**src/rtl/ram_prd_pkg.sv**
```systemverilog
// Shared types and default widths for the RAM read streamer.
package ram_prd_pkg;

  typedef enum logic [1:0] {
    IDLE  = 2'd0,
    ISSUE = 2'd1,
    DRAIN = 2'd2
  } state_e;

  localparam int unsigned DEF_ADDR_W = 9;
  localparam int unsigned DEF_DATA_W = 16;

endpackage

```
**src/rtl/ram_rd_streamer_if.sv**
```systemverilog
// Output stream of the RAM read streamer; o_par exists only when RAM_RD_STREAMER_PARITY_EN is defined.
interface ram_rd_streamer_if
  import ram_prd_pkg::*;
#(
  parameter int unsigned DATA_W = DEF_DATA_W
);
  logic [DATA_W-1:0] o_data;
  logic              o_valid;
  logic              o_ready;
  logic              o_last;
`ifdef RAM_RD_STREAMER_PARITY_EN
  logic              o_par;
`endif

  modport master (
    input  o_ready,
    output o_data, o_valid, o_last
`ifdef RAM_RD_STREAMER_PARITY_EN
    , o_par
`endif
  );

  modport slave (
    output o_ready,
    input  o_data, o_valid, o_last
`ifdef RAM_RD_STREAMER_PARITY_EN
    , o_par
`endif
  );
endinterface

```
**src/rtl/rd_stream_fifo.sv**
```systemverilog
// Register-based FIFO with occupancy count; head is forced to zero when empty.
module rd_stream_fifo #(
  parameter  int unsigned DEPTH = 4,
  parameter  int unsigned WIDTH = 16,
  localparam int unsigned CNT_W = $clog2(DEPTH + 1)
) (
  input  logic             clk,
  input  logic             rst,
  input  logic             wr_en,
  input  logic [WIDTH-1:0] wr_data,
  input  logic             rd_en,
  output logic [WIDTH-1:0] rd_data,
  output logic             empty,
  output logic [CNT_W-1:0] count
);
  localparam int unsigned PTR_W = (DEPTH > 1) ? $clog2(DEPTH) : 1;
  localparam logic [PTR_W-1:0] PTR_ONE = 1;

  logic [WIDTH-1:0] mem_q [DEPTH];
  logic [PTR_W-1:0] wr_ptr_q;
  logic [PTR_W-1:0] rd_ptr_q;
  logic             pop;

  assign empty   = (count == '0);
  assign pop     = rd_en && !empty;
  assign rd_data = empty ? '0 : mem_q[rd_ptr_q];

  // Storage needs no reset: the head is masked while empty.
  always_ff @(posedge clk) begin
    if (wr_en) mem_q[wr_ptr_q] <= wr_data;
  end

  always_ff @(posedge clk) begin
    if (rst) begin
      wr_ptr_q <= '0;
      rd_ptr_q <= '0;
      count    <= '0;
    end else begin
      if (wr_en) wr_ptr_q <= wr_ptr_q + PTR_ONE;
      if (pop)   rd_ptr_q <= rd_ptr_q + PTR_ONE;
      count <= count + CNT_W'(wr_en) - CNT_W'(pop);
    end
  end
endmodule

```
**src/rtl/ram_rd_streamer.sv**
```systemverilog
// Streams a burst of RAM reads into a valid/ready stream with credit-based issue.
// Optional o_par output and storage enabled by RAM_RD_STREAMER_PARITY_EN.
module ram_rd_streamer
  import ram_prd_pkg::*;
#(
  parameter int unsigned ADDR_W = DEF_ADDR_W,
  parameter int unsigned DATA_W = DEF_DATA_W,
  parameter int unsigned RD_LAT = 2,
  parameter int unsigned FIFO_D = 4
) (
  input  logic              RClk,
  input  logic              Rst,
  input  logic              start,
  input  logic [ADDR_W-1:0] base,
  input  logic [ADDR_W:0]   len,
  output logic [ADDR_W-1:0] RA,
  output logic              RClk_En,
  input  logic [DATA_W-1:0] RD,
  output logic              busy,
  output logic              done,
  ram_rd_streamer_if.master s
);
  localparam int unsigned CNT_W = $clog2(FIFO_D + 1);
`ifdef RAM_RD_STREAMER_PARITY_EN
  localparam int unsigned ENT_W = DATA_W + 1;
`else
  localparam int unsigned ENT_W = DATA_W;
`endif
  localparam logic [ADDR_W-1:0] ADDR_ONE = 1;
  localparam logic [ADDR_W:0]   LEN_ONE  = 1;

  state_e            state_q, state_d;
  logic [ADDR_W-1:0] addr_q, addr_d;
  logic [ADDR_W:0]   iss_left_q, iss_left_d;
  logic [ADDR_W:0]   out_left_q, out_left_d;
  logic [CNT_W-1:0]  inflight_q;
  logic [RD_LAT-1:0] vpipe_q;
  logic              done_q, done_d;
  logic [CNT_W-1:0]  fifo_cnt;
  logic              fifo_empty;
  logic              capture, pop, room_c, issue_c;
  logic [ENT_W-1:0]  wr_ent, head;

  assign capture = vpipe_q[RD_LAT-1];
  assign room_c  = (32'(inflight_q) + 32'(fifo_cnt)) < FIFO_D;
  assign pop     = s.o_valid && s.o_ready;
  assign RClk_En = issue_c;
  assign busy    = (state_q != IDLE);
  assign done    = done_q;

  // Next state, read issue and burst bookkeeping.
  always_comb begin
    state_d    = state_q;
    addr_d     = addr_q;
    iss_left_d = iss_left_q;
    out_left_d = out_left_q;
    done_d     = 1'b0;
    issue_c    = 1'b0;
    RA         = '0;
    unique case (state_q)
      IDLE: begin
        if (start) begin
          if (len != '0) begin
            issue_c    = 1'b1;
            RA         = base;
            addr_d     = base + ADDR_ONE;
            iss_left_d = len - LEN_ONE;
            out_left_d = len;
            state_d    = ISSUE;
          end else begin
            done_d = 1'b1;
          end
        end
      end
      ISSUE: begin
        RA = addr_q;
        if ((iss_left_q != '0) && room_c) begin
          issue_c    = 1'b1;
          addr_d     = addr_q + ADDR_ONE;
          iss_left_d = iss_left_q - LEN_ONE;
        end
        if ((iss_left_q == '0) || (issue_c && (iss_left_q == LEN_ONE))) state_d = DRAIN;
      end
      DRAIN: ;
      default: state_d = IDLE;
    endcase
    if (pop) begin
      out_left_d = out_left_q - LEN_ONE;
      if (s.o_last) begin
        done_d  = 1'b1;
        state_d = IDLE;
      end
    end
  end

  always_ff @(posedge RClk) begin
    if (Rst) begin
      state_q    <= IDLE;
      addr_q     <= '0;
      iss_left_q <= '0;
      out_left_q <= '0;
      inflight_q <= '0;
      done_q     <= 1'b0;
    end else begin
      state_q    <= state_d;
      addr_q     <= addr_d;
      iss_left_q <= iss_left_d;
      out_left_q <= out_left_d;
      inflight_q <= inflight_q + CNT_W'(issue_c) - CNT_W'(capture);
      done_q     <= done_d;
    end
  end

  // Read-latency valid pipe: capture fires RD_LAT cycles after each issue.
  if (RD_LAT == 1) begin : g_pipe1
    always_ff @(posedge RClk) begin
      if (Rst) vpipe_q <= '0;
      else     vpipe_q <= issue_c;
    end
  end else begin : g_pipen
    always_ff @(posedge RClk) begin
      if (Rst) vpipe_q <= '0;
      else     vpipe_q <= {vpipe_q[RD_LAT-2:0], issue_c};
    end
  end

`ifdef RAM_RD_STREAMER_PARITY_EN
  assign wr_ent  = {^RD, RD};
  assign s.o_par = head[DATA_W];
`else
  assign wr_ent  = RD;
`endif

  rd_stream_fifo #(
    .DEPTH(FIFO_D),
    .WIDTH(ENT_W)
  ) u_fifo (
    .clk     (RClk),
    .rst     (Rst),
    .wr_en   (capture),
    .wr_data (wr_ent),
    .rd_en   (pop),
    .rd_data (head),
    .empty   (fifo_empty),
    .count   (fifo_cnt)
  );

  assign s.o_data  = head[DATA_W-1:0];
  assign s.o_valid = !fifo_empty;
  assign s.o_last  = !fifo_empty && (out_left_q == LEN_ONE);
endmodule

```
**src/flat_wrapper.sv**
```systemverilog
// flat-port wrapper written by rule: the top's interface ports become plain ports
module ram_rd_streamer_flat import ram_prd_pkg::*;
#(
  parameter int unsigned ADDR_W = DEF_ADDR_W,
  parameter int unsigned DATA_W = DEF_DATA_W,
  parameter int unsigned RD_LAT = 2,
  parameter int unsigned FIFO_D = 4
)
  (RClk, Rst, start, base, len, RA, RClk_En, RD, busy, done, s_o_ready, s_o_data, s_o_valid, s_o_last);
  ram_rd_streamer_if #(.DATA_W(DATA_W)) s_i ();
  input  logic RClk;
  input  logic Rst;
  input  logic start;
  input  logic [ADDR_W-1:0] base;
  input  logic [ADDR_W:0] len;
  output logic [ADDR_W-1:0] RA;
  output logic RClk_En;
  input  logic [DATA_W-1:0] RD;
  output logic busy;
  output logic done;
  input wire logic [$bits(s_i.o_ready)-1:0] s_o_ready;
  output wire logic [$bits(s_i.o_data)-1:0] s_o_data;
  output wire logic [$bits(s_i.o_valid)-1:0] s_o_valid;
  output wire logic [$bits(s_i.o_last)-1:0] s_o_last;
  assign s_i.o_ready = s_o_ready;
  assign s_o_data = s_i.o_data;
  assign s_o_valid = s_i.o_valid;
  assign s_o_last = s_i.o_last;
  ram_rd_streamer #(.ADDR_W(ADDR_W), .DATA_W(DATA_W), .RD_LAT(RD_LAT), .FIFO_D(FIFO_D)) u_core (.RClk(RClk), .Rst(Rst), .start(start), .base(base), .len(len), .RA(RA), .RClk_En(RClk_En), .RD(RD), .busy(busy), .done(done), .s(s_i));
endmodule
```
**config.mk**
```make
export PLATFORM = sky130hd
export DESIGN_NAME = ram_rd_streamer_flat
export DESIGN_NICKNAME = d
export VERILOG_FILES = /design/src/rtl/ram_prd_pkg.sv /design/src/rtl/ram_rd_streamer_if.sv /design/src/rtl/rd_stream_fifo.sv /design/src/rtl/ram_rd_streamer.sv /design/src/flat_wrapper.sv
export SDC_FILE = /design/constraint.sdc
export NUM_CORES = 1
export LEC_CHECK = 0
export CAP_MARGIN = 20
export CORE_MARGIN = 2
export CORE_UTILIZATION = 60
export CTS_BUF_LIST = sky130_fd_sc_hd__clkbuf_4
export DETAILED_ROUTE_END_ITERATION = 10
export HOLD_SLACK_MARGIN = 0.03
export MAX_ROUTING_LAYER = met4
export PLACE_DENSITY = 0.86
export SYNTH_ARGS = -nofsm -noshare
export SYNTH_HDL_FRONTEND = slang
export SYNTH_SLANG_ARGS = --single-unit
```
**constraint.sdc**
```tcl
create_clock -name RClk -period 5.7 [get_ports RClk]
set_input_delay 0.855 -clock RClk [delete_from_list [all_inputs] [get_ports RClk]]
set_output_delay 0.855 -clock RClk [all_outputs]
set_load 0.05 [all_outputs]
```
==> out/results.txt, run 1 <==
The number of I/O pins is 69, and the switching fraction of total power is 42.89%. The worst setup path category was in2out. The combinational fraction of design power came out at 48.3%.

From bottom edge to top edge, the die measures 97.70 microns. At the later pin of the worst-skew pair, clock insertion delay measures 460 ps. Measured slew at the worst slew-check pin: 953.6 ps.

TritonCTS built the clock tree. Leakage power total: 2.158 nW. The register bit count reported by yosys came out at 110. The tools report the worst hold slack after final layout as 465.1 ps. The worst hold path belongs to the class reg2reg.

The clock-pin slew on the worst setup and hold paths works out to 150 ps. Between clock sinks in the finished design, the worst skew comes to 25.33 ps. The library cell used most frequently in the layout, excluding fill and tap cells, is clkdlybuf4s50_1. The net count of the finished layout is 594, and the final-report hold violation count is 0. For the total number of vias, the log shows 3928.

After Yosys synthesis, XOR and XNOR cells account for 2.827% of the synthesized area. The DRC violations left was 0; the half-perimeter wire length after detailed placement was 7586 microns. The area fraction in and, or, nand and nor cells after synthesis was 15.75%; the first-iteration detailed-routing DRC count was 247.

The count of port buffers added during placement was 68; the floorplan row count was 34. The die covers 9544 sq um. STA puts the critical path data required time at 4850 ps. During synthesis, Yosys emitted a total of 0 warnings. The total count of max-transition violations in the final report is 0. STA classifies the critical path endpoint as a primary output. The first global-routing pass estimated 18420 microns of wire. For the count of buffers added by post-CTS timing repair for setup, the log shows 0.

The logs give 8636 sq um for the area of the core and 35.84% for the worst slew margin relative to its limit. The internal power of the cells totals 1.566 mW. When the netlist entered floorplanning its net count stood at 531. The count of filler cells inserted in the layout is 622, and the average cell area after synthesis is 11.11 sq um. From synthesis to final layout, the design area changed by 17.39%.

Of the post-synthesis cell area, the part taken by muxes is 8.195%. Summing the sequential cell areas from Yosys gives 53.97% of the chip area. The post-synthesis compound-gate area fraction came out at 11.43%.

The final setup TNS was 0 ps. The H-tree generated during clock tree synthesis spans 3 levels. The standard cell with the maximum stage delay on the critical path was clkdlybuf4s50_1. The total detailed-routing wirelength is 11070 microns. The critical path startpoint category is a primary input. Clock tree synthesis selected as its root buffer the cell clkbuf_4. The run gives 0 as the number of buffers added to fix hold violations after cts. The flow ran to the end, and the final reports show no timing, DRC or antenna violations. For the distinct cell type count after synthesis, the log shows 58.

The logs give 0 for the final global-route overflow total and 46 for the largest net degree at the start of global routing. Number of nets with antenna violations after detailed routing: 0. The clock network fraction of design power was 13.0%; the x dimension of the die was 97.70 microns. Starting utilization of the core area: 61.00%. Max-cap violations in this run came to 0. The critical-path maximum fanout was 24. Dividing total power by cell area gives a power density of 443.4 nW/um^2.

The tools report the maximum resistive drop on vdd as 0.0002409 V. In the routed layout, each cell is associated on average with a via count of 6.043. The worst path arrival time was 3990 ps; the adder-cell share of the synthesized area was 4.561%. The repair_antennas step left the layout with diodes totalling 0. For the final-report setup violation count, the log shows 0.

Yosys mapped a number of flops with a built-in enable equal to 64. In this run, flip-flops and latches consume 38.7% of the power. The routed design could run at a clock period as short as 4840 ps. The detailed-routing iteration count for the pre-antenna-repair pass is 5. The number of antenna violations at the first check in global routing was 0; the number of gates resized after CTS was 0. In the global route stage, overall resource usage came out at 24.84%. In the final routed layout, each cell accounts on average for 17.03 microns.

The clock passes through at most 2 buffers. The delay of the slowest cell on the worst path came out at 760 ps. The top cell types in the final layout, fill and taps aside, are clkdlybuf4s50_1, edfxtp_1, nand2_1.

The run gives 0.8306 as the weighted congestion reported at the end of routability-driven placement. The tree built by TritonCTS fans out to 110 sinks. Setup repair after global routing left no endpoint under its margin.

Traced cell by cell, the critical path runs through clkdlybuf4s50_1, inv_1, ha_1, or4b_1, o31a_1, a31oi_4, inv_2, clkdlybuf4s50_1. The run gives 5268 sq um as the netlist area before placement. The most instantiated flip-flop cell in the synthesis netlist is edfxtp_1. Combinational family with the most area after synthesis: simple AND/OR/NAND/NOR gates. The peak clock frequency supported by timing is 206.6 MHz.

The fraction of final layout cells with drive strength greater than 1 works out to 8.672%. The share of flip-flops with an asynchronous set or reset came out at 0%. Most prevalent standard cell on the critical path: clkdlybuf4s50_1. The analysis attributes to net switching a power of 1.176 mW. The tools report the number of buffers created by CTS as 9.

The cell count after synthesis came out at 474. The number of global-route vias before repair was 3819; the part of the cycle the worst path needs was 84.92%.
==> critical path, delay by kind of cell <==
kind	cells	cell delay, ps
compound gates	2	780
fa+ha+maj	1	200
simple gates	1	570
buf+inv	4	1560
==> cells by family after synthesis <==
| group | after synthesis |
|---|---|
| adder cells (fa/ha/maj) | 18 |
| AO/OA/AOI/OAI | 93 |
| flip-flops | 110 |
| multiplexers | 23 |
| AND/OR/NAND/NOR | 171 |
| buffers and inverters | 42 |
| XOR/XNOR | 17 |
==> routing by layer <==
layer  GRT usage (%)  part of all wire [%]  wire length, microns
met3           4.173                   5.6                   621
met2           40.95                    50                  5569
met5               -                     0                     0
met1           31.43                    42                  4662
met4           8.654                   2.0                   218
==> power by group through the flow <==
stage | registers, mW | clock network [mW] | logic, mW
after floorplan | 1.04 | 0 | 0.970
after global placement | 1.09 | 0 | 1.23
after detailed placement | 1.10 | 0 | 1.27
after CTS | 1.08 | 0.362 | 1.27
after global routing | 1.08 | 0.398 | 1.43
final | 1.06 | 0.357 | 1.32
==> worst paths after layout <==
check | from | to | slack [ps] | depth (start not counted)
min reg2reg | u_core.vpipe_q[0] | u_core.vpipe_q[1] | 470 | 1
max | len[0] | RClk_En | 860 | 8
min | u_core.vpipe_q[0] | u_core.vpipe_q[1] | 470 | 1
max reg2reg | u_core.iss_left_q[0] | u_core.inflight_q[2] | 2380 | 13
==> per-stage QoR <==
| step | utilization (%) | instances | total power [mW] | setup WS [ps] | instance area (sq um) |
|---|---|---|---|---|---|
| after floorplan | - | 474 | 2.006 | 2130 | 5268 |
| after global placement | 69.78 | 632 | 2.325 | 945.5 | 6026 |
| after detailed placement | 69.78 | 632 | 2.368 | 876.5 | 6026 |
| after CTS | 71.23 | 648 | 2.719 | 857.3 | 6151 |
| after global routing | 71.60 | 650 | 2.906 | 710.5 | 6183 |
| final | 71.60 | 650 | 2.742 | 859.6 | 6183 |
==> synth_stat cells (10+ instances only) <==
library cell / instances / share of area (%)
a21oi_1: 32 / 3.0
and2_1: 22 / 2.6
clkbuf_1: 17 / 1.2
dfxtp_1: 46 / 17
edfxtp_1: 64 / 36
ha_1: 16 / 3.8
inv_1: 17 / 1.2
mux4_2: 16 / 6.8
nand2_1: 52 / 3.7
nand3_1: 21 / 2.0
nor2_1: 37 / 2.6
o21ai_0: 23 / 2.2
xnor2_1: 10 / 1.7
==> flip-flops by register name, summed over array words and instances, names as in the netlist, named ones only <==
register                flops
u_core.addr_q               9
u_core.done                 1
u_core.inflight_q           3
u_core.iss_left_q          10
u_core.out_left_q          10
u_core.state_q              2
u_core.u_fifo.count         3
u_core.u_fifo.mem_q        64
u_core.u_fifo.rd_ptr_q      2
u_core.u_fifo.wr_ptr_q      2
u_core.vpipe_q              2
==> final cells by class <==
class,count,area (sq um),area share (%)
flip-flops and latches,110,2843,45.97
multi-input cells,322,2255,36.46
inverters,18,67.56,1.093
clock inverters,7,57.56,0.9308
well taps,108,135.1,2.185
repair buffers,76,758.2,12.26
clock buffers,9,67.56,1.093
Note: power is estimated with default switching activity, not from simulation.
==> inputs of run 2 (changes only) <==
--- a/config.mk
+++ b/config.mk
@@ -7,12 +7,12 @@
 export LEC_CHECK = 0
 export CAP_MARGIN = 20
 export CORE_MARGIN = 2
-export CORE_UTILIZATION = 60
+export CORE_UTILIZATION = 57
 export CTS_BUF_LIST = sky130_fd_sc_hd__clkbuf_4
 export DETAILED_ROUTE_END_ITERATION = 10
 export HOLD_SLACK_MARGIN = 0.03
 export MAX_ROUTING_LAYER = met4
-export PLACE_DENSITY = 0.86
+export PLACE_DENSITY = 0.82
 export SYNTH_ARGS = -nofsm -noshare
 export SYNTH_HDL_FRONTEND = slang
 export SYNTH_SLANG_ARGS = --single-unit
==> constraint.sdc (replaced) <==
create_clock -name RClk -period 5.05 [get_ports RClk]
set_input_delay 0.7575 -clock RClk [delete_from_list [all_inputs] [get_ports RClk]]
set_output_delay 0.7575 -clock RClk [all_outputs]
set_load 0.05 [all_outputs]
==> out/results.txt, run 2 (synthesis gave the netlist of run 1 again) <==
The critical path startpoint category is a primary input. The wire length per cell was 16.45 microns (-3.4%); the largest net degree at the start of global routing was 46 (unchanged). The required time of the critical path is 4290 ps (-560 ps). The met3 wire length is 575 microns (-7.4%).

The nature of the critical path endpoint was a primary output. The logs give 3757 (-1.6%) for the number of global-route vias before repair and 6035 sq um (+0.15%) for the cell area after placement. The DRC violations left came out at 0 (unchanged). In this run the top signal layer used is met4. The most prevalent standard cell on the critical path is clkdlybuf4s50_1. The half-perimeter wire length after detailed placement came out at 7310 microns (-3.6%).

The measured slew at the worst slew-check pin is 840.8 ps (-112.8 ps). The logs give 23.08% (-1.8 points) for the total global routing track utilization and 10740 microns (-3.0%) for the total detailed-routing wirelength. The flip-flop count of the largest register, all copies and words added came out at 64 (unchanged). The net switching power was 1.330 mW (+13%). Worst setup path category: in2out. The x dimension of the die was 100.1 microns (+2.5%).

The run gives 5214 microns (-6.4%) as the met2 routed wirelength. The logs give 4782 microns (+2.6%) for the length of routed wiring on met1 and 594 (unchanged) for the net count of the finished layout. The logs give 0.0002514 V (+4.3%) for the maximum resistive drop on vdd and 0 (unchanged) for the count of buffers added by post-CTS timing repair for setup. The clock-pin slew on the worst setup and hold paths works out to 180 ps (+30 ps).

The run gives 9109 sq um (+5.5%) as the area of the core. Worst hold path class: reg2reg. The final global-route overflow total was 0 (unchanged); the count of port buffers added during placement was 68 (unchanged). The logs give 0 (unchanged) for the number of buffers added to fix hold violations after cts and 164 (-34%) for the first-iteration detailed-routing DRC count. The fraction of final layout cells with drive strength greater than 1 was 9.041% (+0.37 points). Grouping stages by cell kind, the critical path spends the most delay in buffers and inverters.

The weighted congestion reported at the end of routability-driven placement was 0.9219 (+11%). TritonCTS built the clock tree. The number of buffers and inverters on the critical path came out at 3 (-1).

In this run the clock root is driven by a clkbuf_4. The commonest non-fill, non-tap cell in the layout was clkdlybuf4s50_1. The power share of the sequential group is 38.4% (-0.3 points), and the delay of the slowest cell on the worst path is 700 ps (-60 ps). The number of gates resized after CTS was 0 (unchanged); the synthesis-to-finish area growth was 17.60%. The combinational fraction of design power was 47.7% (-0.6 points). The tools report the leakage power total as 2.176 nW (+0.84%). Derived from the worst setup path, the maximum achievable clock frequency is 225.9 MHz. The level count of the clock H-tree was 3 (unchanged); the starting utilization of the core area was 57.83% (-3.2 points).

The register ranked first by flip-flop count is u_core.u_fifo.mem_q. The logs give 0 (unchanged) for the total count of max-transition violations in the final report and 0 (unchanged) for the number of maximum-capacitance constraint violations. The flow ran to the end, and the final reports show no timing, DRC or antenna violations.

The least setup slack across all paths after layout is 622.5 ps (-237.1 ps), and the clock latency on the worst-skew pair is 440 ps (-20 ps). The tools report the maximum buffer depth of the clock tree as 2 (unchanged). The largest registers in the layout are u_core.u_fifo.mem_q (64), u_core.iss_left_q (10), u_core.out_left_q (10). The full die area came out at 10030 sq um (+5.0%). The number of buffers created by CTS came out at 9 (unchanged). The wire length of the first global-routing pass was 17800 microns (-3.4%); the total number of vias was 3867 (-1.6%). The tools report the count of filler cells inserted in the layout as 712 (+14%). The number of I/O pins is 69 (unchanged), and the detail-routed via count per cell is 5.922 (-2.0%).

The standard cell with the maximum stage delay on the critical path is clkdlybuf4s50_1. The detailed-routing iteration count for the pre-antenna-repair pass was 4 (-1). Number of nets with antenna violations after detailed routing: 0 (unchanged). The run gives 6195 sq um (+0.18%) as the cell area after layout. The clock network fraction of design power is 13.9% (+0.9 points), and the floorplan row count is 35 (+2.9%). Setup repair after global routing left no endpoint under its margin. Number of antenna repair diodes: 0 (unchanged). In the layout the commonest cells are clkdlybuf4s50_1, edfxtp_1, nand2_1. The post-placement worst setup slack was 624.8 ps (-251.7 ps).

The number of sinks handled by clock tree synthesis was 110 (unchanged); the number of antenna violations at the first check in global routing was 0 (unchanged). The switching fraction of total power came out at 42.72% (-0.17 points). The final critical path time including I/O delays and setup was 4428 ps.

Traced cell by cell, the critical path runs through clkdlybuf4s50_1, inv_1, ha_1, or4b_1, o31a_1, a22o_1, clkdlybuf4s50_1. The tools report the worst path arrival time as 3670 ps (-320 ps). For the final-report hold violation count, the log shows 0 (unchanged).

The critical-path maximum fanout came out at 14 (-42%). The tools report the worst slew margin relative to its limit as 43.94% (+8.1 points). The run gives 1.783 mW (+14%) as the internal power component.

Die span in y: 100.1 microns (+2.5%). The final setup TNS is 0 ps (unchanged). The cell area power density works out to 502.6 nW/um^2 (+13%). The logs give 15.30 ps (-10.04 ps) for the worst clock skew and 0 (unchanged) for the final-report setup violation count. Part of the cycle the worst path needs: 87.67%.
## run 2: path summary, 6_finish.rpt
check        slack (ps)                      to                   start  cells past startpoint
max                 620                   RA[4]                  len[0]                      7
min                 460       u_core.vpipe_q[1]       u_core.vpipe_q[0]                      1
max reg2reg        1750  u_core.u_fifo.count[2]  u_core.u_fifo.count[1]                     11
min reg2reg         460       u_core.vpipe_q[1]       u_core.vpipe_q[0]                      1
## run 2: metrics by stage
| step | utilization [%] | total power, mW | std cells | hold slack [ps] |
|---|---|---|---|---|
| floorplan | - | 2.265 | 474 | 413.8 |
| global placement | 66.25 | 2.634 | 636 | 424.6 |
| global route | 68.01 | 3.307 | 653 | 467.1 |
| detailed placement | 66.25 | 2.674 | 636 | 428.6 |
| finish | 68.01 | 3.113 | 653 | 459.7 |
| CTS | 67.71 | 3.099 | 652 | 461.3 |
## run 2: power by group through the flow
| stage | clock, mW | combinational [mW] | sequential, mW |
|---|---|---|---|
| finish | 0.432 | 1.49 | 1.19 |
| global route | 0.477 | 1.62 | 1.21 |
| CTS | 0.439 | 1.44 | 1.22 |
| detailed placement | 0 | 1.44 | 1.24 |
| global placement | 0 | 1.40 | 1.23 |
| floorplan | 0 | 1.09 | 1.17 |
## run 2: area by class of cell
class / instances / area (sq um) / area share (%)
flip-flops and latches: 110 / 2843 / 45.89
inverters: 18 / 67.56 / 1.091
well taps: 111 / 138.9 / 2.242
repair buffers: 76 / 758.2 / 12.24
multi-input cells: 322 / 2255 / 36.40
clock buffers: 10 / 75.07 / 1.212
clock inverters: 6 / 57.56 / 0.9291
## run 2: per-layer routing
metal	global-route usage [%]	up-vias
met4	8.219	0
li1	-	1865
met3	3.691	15
met5	-	-
met2	36.86	134
met1	30.22	1853
==> inputs of run 3 (changes only) <==
--- a/config.mk
+++ b/config.mk
@@ -5,6 +5,7 @@
 export SDC_FILE = /design/constraint.sdc
 export NUM_CORES = 1
 export LEC_CHECK = 0
+export ABC_CLOCK_PERIOD_IN_PS = 5050
 export CAP_MARGIN = 20
 export CORE_MARGIN = 2
 export CORE_UTILIZATION = 57
==> results of run 3 <==
The final DEF is identical to that of run 2; final timing and power are the same.
